### config.mk
export PLATFORM = sky130hd
export DESIGN_NAME = addsub_serial_ctrl
export DESIGN_NICKNAME = d
export VERILOG_FILES = /design/src/rtl/addsub_pkg.sv /design/src/rtl/addsub_serial_ctrl_slice.sv /design/src/rtl/addsub_serial_ctrl.sv
export SDC_FILE = /design/constraint.sdc
export NUM_CORES = 1
export LEC_CHECK = 0
export ABC_AREA = 1
export ABC_CLOCK_PERIOD_IN_PS = 4900
export BUFFER_PORTS_ARGS = -buffer_cell sky130_fd_sc_hd__buf_2
export CORE_ASPECT_RATIO = 0.8
export CORE_MARGIN = 2
export CORE_UTILIZATION = 60
export CTS_CLUSTER_SIZE = 16
export DETAILED_ROUTE_END_ITERATION = 10
export PLACE_DENSITY = 0.9
export SLEW_MARGIN = 20
export SYNTH_ARGS = -nofsm -noshare
export SYNTH_HDL_FRONTEND = slang
export SYNTH_HIERARCHICAL = 1
export SYNTH_SLANG_ARGS = --single-unit
### constraint.sdc
create_clock -name clk -period 4.9 [get_ports clk]
set_input_delay 0.98 -clock clk [delete_from_list [all_inputs] [get_ports clk]]
set_output_delay 0.98 -clock clk [all_outputs]
set_load 0.005 [all_outputs]
### src/rtl/addsub_pkg.sv
// Shared types and sizing helpers for the nibble-serial add/subtract controller.
package addsub_pkg;

    typedef enum logic [1:0] {
        IDLE = 2'd0,
        RUN  = 2'd1,
        DONE = 2'd2
    } state_e;

    localparam int NIB_W = 4;

    // Width of the nibble step counter; never narrower than one bit.
    function automatic int cnt_width(input int nib);
        return (nib > 1) ? $clog2(nib) : 1;
    endfunction

endpackage

### src/rtl/addsub_serial_ctrl_slice.sv
// Shared 4-bit adder slice: plain a + b + cin; operand inversion belongs to the caller.
module nibble_add_slice
    import addsub_pkg::*;
(
    input  logic [NIB_W-1:0] a_i,
    input  logic [NIB_W-1:0] b_i,
    input  logic             cin_i,
    output logic [NIB_W-1:0] s_o,
    output logic             cout_o
);

    logic [NIB_W:0] sum_s;

    assign sum_s  = {1'b0, a_i} + {1'b0, b_i} + {{NIB_W{1'b0}}, cin_i};
    assign s_o    = sum_s[NIB_W-1:0];
    assign cout_o = sum_s[NIB_W];

endmodule

### src/rtl/addsub_serial_ctrl.sv
// WIDTH-bit add/subtract sequenced over one 4-bit slice, LSB nibble first,
// with valid/ready handshakes on operation start and result delivery.
module addsub_serial_ctrl
    import addsub_pkg::*;
#(
    parameter int WIDTH = 16
) (
    input  logic             clk,
    input  logic             rst_n,
    input  logic             start_valid,
    output logic             start_ready,
    input  logic [WIDTH-1:0] op_a,
    input  logic [WIDTH-1:0] op_b,
    input  logic             sub,
    output logic             busy,
    output logic             done_valid,
    input  logic             done_ready,
    output logic [WIDTH-1:0] res,
    output logic             carry_out,
    output logic             overflow
);

    localparam int NIB   = WIDTH / NIB_W;
    localparam int CNT_W = cnt_width(NIB);
    localparam logic [CNT_W-1:0] LAST_CNT = CNT_W'(NIB - 1);

    state_e           state_q, state_d;
    logic [CNT_W-1:0] cnt_q, cnt_d;
    logic             carry_q, carry_d;
    logic             sub_q, sub_d;
    logic [WIDTH-1:0] a_q, a_d;
    logic [WIDTH-1:0] b_q, b_d;
    logic [WIDTH-1:0] acc_q, acc_d;
    logic [WIDTH-1:0] res_q, res_d;
    logic             cout_q, cout_d;
    logic             ovf_q, ovf_d;
    logic             done_q, done_d;

    logic [NIB_W-1:0] a_nib_s, b_nib_s, sum_nib_s;
    logic             slice_cout_s;

    assign a_nib_s = a_q[NIB_W*cnt_q +: NIB_W];
    assign b_nib_s = b_q[NIB_W*cnt_q +: NIB_W] ^ {NIB_W{sub_q}};

    nibble_add_slice u_slice (
        .a_i    (a_nib_s),
        .b_i    (b_nib_s),
        .cin_i  (carry_q),
        .s_o    (sum_nib_s),
        .cout_o (slice_cout_s)
    );

    // Next-state and datapath updates for the IDLE/RUN/DONE sequencer.
    always_comb begin
        state_d = state_q;
        cnt_d   = cnt_q;
        carry_d = carry_q;
        sub_d   = sub_q;
        a_d     = a_q;
        b_d     = b_q;
        acc_d   = acc_q;
        res_d   = res_q;
        cout_d  = cout_q;
        ovf_d   = ovf_q;
        done_d  = done_q;
        case (state_q)
            IDLE: begin
                if (start_valid) begin
                    a_d     = op_a;
                    b_d     = op_b;
                    sub_d   = sub;
                    carry_d = sub;
                    cnt_d   = '0;
                    state_d = RUN;
                end else begin
                    state_d = IDLE;
                end
            end
            RUN: begin
                acc_d[NIB_W*cnt_q +: NIB_W] = sum_nib_s;
                carry_d = slice_cout_s;
                cnt_d   = cnt_q + CNT_W'(1);
                if (cnt_q == LAST_CNT) begin
                    // Final nibble bypasses acc so res is published whole in one edge.
                    res_d   = {sum_nib_s, acc_q[WIDTH-NIB_W-1:0]};
                    cout_d  = slice_cout_s;
                    ovf_d   = (a_q[WIDTH-1] == (b_q[WIDTH-1] ^ sub_q)) &&
                              (sum_nib_s[NIB_W-1] != a_q[WIDTH-1]);
                    done_d  = 1'b1;
                    cnt_d   = '0;
                    state_d = DONE;
                end else begin
                    state_d = RUN;
                end
            end
            DONE: begin
                if (done_ready) begin
                    done_d  = 1'b0;
                    state_d = IDLE;
                end else begin
                    state_d = DONE;
                end
            end
            default: begin
                done_d  = 1'b0;
                state_d = IDLE;
            end
        endcase
    end

    // State and datapath registers.
    always_ff @(posedge clk or negedge rst_n) begin
        if (!rst_n) begin
            state_q <= IDLE;
            cnt_q   <= '0;
            carry_q <= 1'b0;
            sub_q   <= 1'b0;
            a_q     <= '0;
            b_q     <= '0;
            acc_q   <= '0;
            res_q   <= '0;
            cout_q  <= 1'b0;
            ovf_q   <= 1'b0;
            done_q  <= 1'b0;
        end else begin
            state_q <= state_d;
            cnt_q   <= cnt_d;
            carry_q <= carry_d;
            sub_q   <= sub_d;
            a_q     <= a_d;
            b_q     <= b_d;
            acc_q   <= acc_d;
            res_q   <= res_d;
            cout_q  <= cout_d;
            ovf_q   <= ovf_d;
            done_q  <= done_d;
        end
    end

    assign start_ready = (state_q == IDLE);
    assign busy        = (state_q != IDLE);
    assign done_valid  = done_q;
    assign res         = res_q;
    assign carry_out   = cout_q;
    assign overflow    = ovf_q;

endmodule

==> impl_metrics.yaml, run 1 <==
floorplan:
  core_area_mm2: 0.00509
  die_area_mm2: 0.00601
  die_w_um: 86.2
  start_util_pct: 63.6
  fp.dieH_um: 69.7
  rows: 23
  ios: 58
timing:
  final_max_slew_viol_count: 0
  final.min_clock_period_ps: 3390
  rsz0062_at_grt: "no"
  finalClockSkew_ps: 6.42
  finalSetupViolations: 0
  finalCritPeriodShare_pct: 69.1
  hold_slack_ps: 469
  tightest_slew_ps: 831
  postLayoutSetupSlackWorst_ps: 1510
  relSlewSlack_pct: 44.6
  setup_tns_ps: 0
  fmax_ghz: 0.295
  hold_violations: 0
global_route:
  antenna_found_initial: 0
  grt_pass1_vias: 2691
  grt_pass1_wl_um: 11700
  grt.met1_usage_pct: 31.2
  grt_overflow: 0
  gr-max-usage-layer: "met2"
  grt_use_total_pct: 24.8
  grt_max_degree: 70
  use_met3_pct: 8.33
  grtUsageMet2_pct: 40.7
worst_hold_path:
  worstHoldStart: "res[11]"
  hp-class: "flip-flop to flip-flop"
  holdPathStages: 2
cells_and_area:
  design_area_mm2: 0.00377
  drive_above_1_share_pct: 16.8
  n_fill_cell: 398
  layout.nets: 511
  fin_util_pct: 73.9
  diodes: 0
  area_growth_pct: 16.2
  final_cells: 531
yosys:
  ys_seq_area_share_pct: 53.3
  ys_warn_count: 6
  avgSynthCellArea_um2: 7.96
  syn-instance-count: 407
  post_synth_instance_area_mm2: 0.00324
  synth_nets: 454
  ys_types: 21
  synth-seq-cells: 69
placement:
  io_buffers: 57
  gp_congestion: 0.896
  placed_cells: 515
  place_area_mm2: 0.00354
  dp_hpwl_um: 4670
  pre_cts_ws_ps: 1530
pwr:
  vdd_drop_max_uv: 349
  total_power_mw: 2.85
  p_leak_nw: 2.09
  cellPowerDensity_mw_per_mm2: 757
routing:
  wl_per_cell_um: 12.7
  viasPerCell: 5.17
  drtPass1Iterations: 5
  drcViolationCount: 0
  vias: 2743
  ant_nets: 0
  drt_wl_total_um: 6730
  drt_iter0_markers: 153
critical_path:
  r2r-start: "cnt_q[0]"
  crit_path_end_kind: "flip-flop"
  critPathMaxFanout: 22
  worstSetupPathType: "flip-flop to flip-flop"
  cp.buffers_inverters: 4
  arrival_ps: 3640
  crit_path_max_incr_delay_ps: 750
  reg2reg_to: "acc_q[5]"
  endpoint: "acc_q[5]"
  cpMaxStageDelayCell: "dfrtp_1"
  path_common_cell: "inv_1"
  crit_chain: "clkinv_1 -> o21ai_0 -> o22ai_1 -> fa_1 -> inv_1 -> fa_1 -> inv_1 -> inv_1 -> nor2_1 -> nand2_1 -> o21ai_0"
  setup.worst_path.start: "cnt_q[0]"
  r2r_slack_ps: 1510
  start_kind: "flip-flop"
  cp.required_ps: 5160
  cp.depth: 11
  ff2ff_path_depth: 11
  crit_family: "adder cells"
clocking:
  postCtsSetupBuffers: 0
  cts_resized: 0
  cts-buffers-inserted: 9
  cts.sinks: 69
  clk_path_buf_depth: 2
  clk_latency_ps: 340
  cts_root_buffer: "clkbuf_8"
  path_clk_slew_ps: 70
  cts.htree.levels: 3
  cts_hold_buf: 0
  cts_tree: "built"
status:
  status: "finished clean"
run:
  cap_violations: 0
-- worst min-delay path by stage --
| stage | end | slack, ps |
|---|---|---|
| 5_1_grt | a_q[0] | 500 |
| 4_1_cts | res[3] | 470 |
| 6_report | res[11] | 470 |
| 3_3_place_gp | res[3] | 450 |
| 3_5_place_dp | res[3] | 460 |
| 2_1_floorplan | res[11] | 440 |
-- worst reg2reg max path, stage by stage (launching register included) --
cell and delay, ps:
dfrtp_1 750, clkinv_1 640, o21ai_0 330, o22ai_1 140, fa_1 490, inv_1 90
fa_1 400, inv_1 80, inv_1 50, nor2_1 110, nand2_1 60, o21ai_0 170
-- registers in the layout (all words and copies together) (netlist names) --
name / count
a_q: 16
b_q: 16
res: 16
acc_q: 12
cnt_q: 2
state_q: 2
carry_out: 1
carry_q: 1
done_valid: 1
overflow: 1
sub_q: 1
-- layer usage --
| layer | routed length (um) | vias to the layer above |
|---|---|---|
| li1 | - | 1383 |
| met1 | 2990 | 1243 |
| met2 | 3170 | 105 |
| met3 | 478 | 12 |
| met4 | 88 | 0 |
| met5 | 0 | - |
-- layout make-up --
type | count | area (um^2) | share of cell area, %
Multi-Input combinational cell | 291 | 1310 | 34.8
Sequential cell | 69 | 1730 | 45.8
Tap cell | 62 | 77.6 | 2.06
Timing Repair Buffer | 59 | 300 | 7.97
Inverter | 34 | 128 | 3.39
Clock inverter | 4 | 70.1 | 1.86
Clock buffer | 12 | 155 | 4.12
-- cell usage after synthesis --
master,count,share of area [%]
o21ai_0,38,5.9
a21oi_1,2,0.31
nor2_4,1,0.35
dfrtp_1,69,53
inv_1,29,3.4
nor2_1,18,2.1
fa_1,2,1.2
o31ai_1,1,0.23
buf_4,3,0.69
xnor2_1,1,0.27
nand2_1,187,22
nand2_2,1,0.19
o22ai_1,4,0.77
buf_2,2,0.31
clkinv_1,2,0.23
ha_1,8,3.1
inv_2,3,0.35
o21ai_1,2,0.31
clkbuf_1,6,0.69
nand3_1,26,4.0
buf_6,2,0.69
-- where the power goes --
group | switching, mW | internal [mW]
clock network | 0.204 | 0.313
registers | 0.170 | 0.815
logic | 0.869 | 0.480
total | 1.24 | 1.61
-- cells in the final DEF (no fill, tap or decap), types with 2 or more instances in the layout --
cell,instances
o21ai_1,2
inv_2,3
bufinv_16,2
dfrtp_1,69
nand3_1,26
a21oi_1,2
nor2_1,18
inv_1,29
ha_1,8
nand2_1,187
clkinv_1,2
buf_4,2
clkbuf_8,11
o22ai_1,4
clkinv_2,2
o21ai_0,38
fa_1,2
buf_2,57
-- logic make-up (layout without fill, tap and decap cells) --
logic type	Yosys count	in the layout	share of synthesized area, %
compound gates	47	47	7.49
buf+inv	47	109	6.33
flops	69	69	53.3
fa+ha+maj	10	10	4.32
simple gates	233	233	28.3
xor+xnor	1	1	0.270
Note: power is estimated with default switching activity, not from simulation.
==> inputs of run 2 (changes only) <==
--- a/config.mk
+++ b/config.mk
@@ -6,14 +6,14 @@
 export NUM_CORES = 1
 export LEC_CHECK = 0
 export ABC_AREA = 1
-export ABC_CLOCK_PERIOD_IN_PS = 4900
+export ABC_CLOCK_PERIOD_IN_PS = 2750
 export BUFFER_PORTS_ARGS = -buffer_cell sky130_fd_sc_hd__buf_2
 export CORE_ASPECT_RATIO = 0.8
 export CORE_MARGIN = 2
-export CORE_UTILIZATION = 60
+export CORE_UTILIZATION = 50
 export CTS_CLUSTER_SIZE = 16
 export DETAILED_ROUTE_END_ITERATION = 10
-export PLACE_DENSITY = 0.9
+export PLACE_DENSITY = 0.81
 export SLEW_MARGIN = 20
 export SYNTH_ARGS = -nofsm -noshare
 export SYNTH_HDL_FRONTEND = slang
==> constraint.sdc (replaced) <==
create_clock -name clk -period 2.75 [get_ports clk]
set_input_delay 0.55 -clock clk [delete_from_list [all_inputs] [get_ports clk]]
set_output_delay 0.55 -clock clk [all_outputs]
set_load 0.005 [all_outputs]
==> impl_metrics.yaml, run 2 (synthesis results as in run 1) <==
routing:
  viasPerCell: 4.95
  drtPass1Iterations: 5
  drcViolationCount: 0
  vias: 2767
  drt_wl_total_um: 7110
  ant_nets: 0
  wl_per_cell_um: 12.7
  drt_iter0_markers: 245
pwr:
  vdd_drop_max_uv: 557
  sw_frac_of_total_pct: 43.5
  p_seq_share_pct: 33.0
  p_int_mw: 2.96
  p_clk_share_pct: 17.8
  cellPowerDensity_mw_per_mm2: 1360
  p_leak_nw: 2.12
  combPwrFrac_pct: 49.3
  switching_power_mw: 2.27
cells_and_area:
  final_common_cell: "nand2_1"
  multi_input_area_mm2: 0.00132
  area_growth_pct: 18.9
  final_cells: 559
  fin_util_pct: 60.7
  diodes: 0
  seqCellArea_mm2: 0.00173
  mostFrequentLayoutCells: "187 x nand2_1, 69 x dfrtp_1, 57 x buf_2"
  drive_above_1_share_pct: 18.3
  layout.nets: 517
  n_fill_cell: 593
critical_path:
  start_kind: "flip-flop"
  cp.buffers_inverters: 3
  cpMaxStageDelayCell: "fa_1"
  critPathMaxFanout: 21
  cp.required_ps: 3020
  arrival_ps: 2750
  crit_chain: "buf_6 -> o21ai_0 -> o22ai_1 -> fa_1 -> inv_1 -> fa_1 -> xnor2_2 -> inv_1 -> nor2_1 -> nand2_1 -> o21ai_0"
  crit_path_max_incr_delay_ps: 420
  crit_path_end_kind: "flip-flop"
  crit_family: "adder cells"
  worstSetupPathType: "flip-flop to flip-flop"
floorplan:
  die_area_mm2: 0.00715
  core_area_mm2: 0.00634
  ios: 58
  fp.dieH_um: 76.0
  rows: 26
  die_w_um: 94.0
  start_util_pct: 51.1
worst_hold_path:
  hp-class: "primary input to asynchronous set/reset pin"
timing:
  hold_violations: 0
  setup_tns_ps: 0
  final_max_slew_viol_count: 0
  tightest_slew_ps: 533
  hold_slack_ps: 115
  relSlewSlack_pct: 64.4
  finalCritPeriodShare_pct: 90.3
  rsz0062_at_grt: "no"
  finalClockSkew_ps: 6.14
  fmax_ghz: 0.402
  finalSetupViolations: 0
  final.min_clock_period_ps: 2480
  postLayoutSetupSlackWorst_ps: 266
placement:
  gp_congestion: 0.976
  pre_cts_ws_ps: 251
  io_buffers: 57
  dp_hpwl_um: 5160
  placed_cells: 543
global_route:
  grt_overflow: 0
  grt_use_total_pct: 22.3
  grt_pass1_vias: 2807
  grt_pass1_wl_um: 12600
  grt_max_degree: 37
  antenna_found_initial: 0
clocking:
  cts.sinks: 69
  cts-buffers-inserted: 9
  cts_tree: "built"
  cts_root_buffer: "clkbuf_8"
  path_clk_slew_ps: 70
  cts_resized: 0
  clk_path_buf_depth: 2
  clk_latency_ps: 350
  cts.htree.levels: 3
  cts_hold_buf: 0
  postCtsSetupBuffers: 0
run:
  cap_violations: 0
status:
  status: "finished clean"
## run 2: cell count changes in the layout (fill, tap and decap cells not counted)
cell	previous run	this run
buf_4	2	7
xnor2_1	1	0
xnor2_2	0	1
buf_6	0	1
clkinvlp_4	0	1
clkinv_1	2	1
## run 2: layer usage
metal | global-route usage (%) | vias up | wire length [um] | share of wire [%]
li1 | - | 1397 | - | -
met1 | 29.7 | 1273 | 3270 | 46
met2 | 34.3 | 84 | 3280 | 46
met3 | 7.52 | 13 | 418 | 5.9
met4 | 7.25 | 0 | 145 | 2.0
met5 | 0 | - | 0 | 0
## run 2: final cells by class
| class | instances | area share, % |
|---|---|---|
| clock inverter | 4 | 1.82 |
| timing repair buffer | 65 | 9.06 |
| tap | 84 | 2.73 |
| clock buffer | 12 | 4.03 |
| sequential | 69 | 44.8 |
| multi-input combinational | 291 | 34.2 |
| inverter | 34 | 3.41 |
## run 2: final timing paths
check / startpoint / to / slack (ps) / cells past startpoint
max in group asynchronous: rst_n / b_q[10] / 1930 / 2
hold / removal: rst_n / res[12] / 110 / 1
setup reg to reg: cnt_q[0] / acc_q[6] / 270 / 11
setup / recovery: cnt_q[0] / acc_q[6] / 270 / 11
min in group clk: op_a[6] / a_q[6] / 380 / 3
hold reg to reg: res[3] / res[3] / 470 / 2
## run 2: power by group through the flow
| stage | clock [mW] | sequential, mW | combinational [mW] |
|---|---|---|---|
| floorplan | 0 | 1.67 | 1.82 |
| global placement | 0 | 1.72 | 2.39 |
| detailed placement | 0 | 1.73 | 2.50 |
| CTS | 0.945 | 1.72 | 2.51 |
| global route | 0.985 | 1.78 | 2.99 |
| finish | 0.930 | 1.72 | 2.58 |
## run 2: metrics by stage
step / power [mW] / area (um^2)
3_5_place_dp: 4.23 / 3610
3_3_place_gp: 4.11 / 3610
4_1_cts: 5.18 / 3840
5_1_grt: 5.76 / 3850
2_1_floorplan: 3.49 / 3240
6_report: 5.23 / 3850
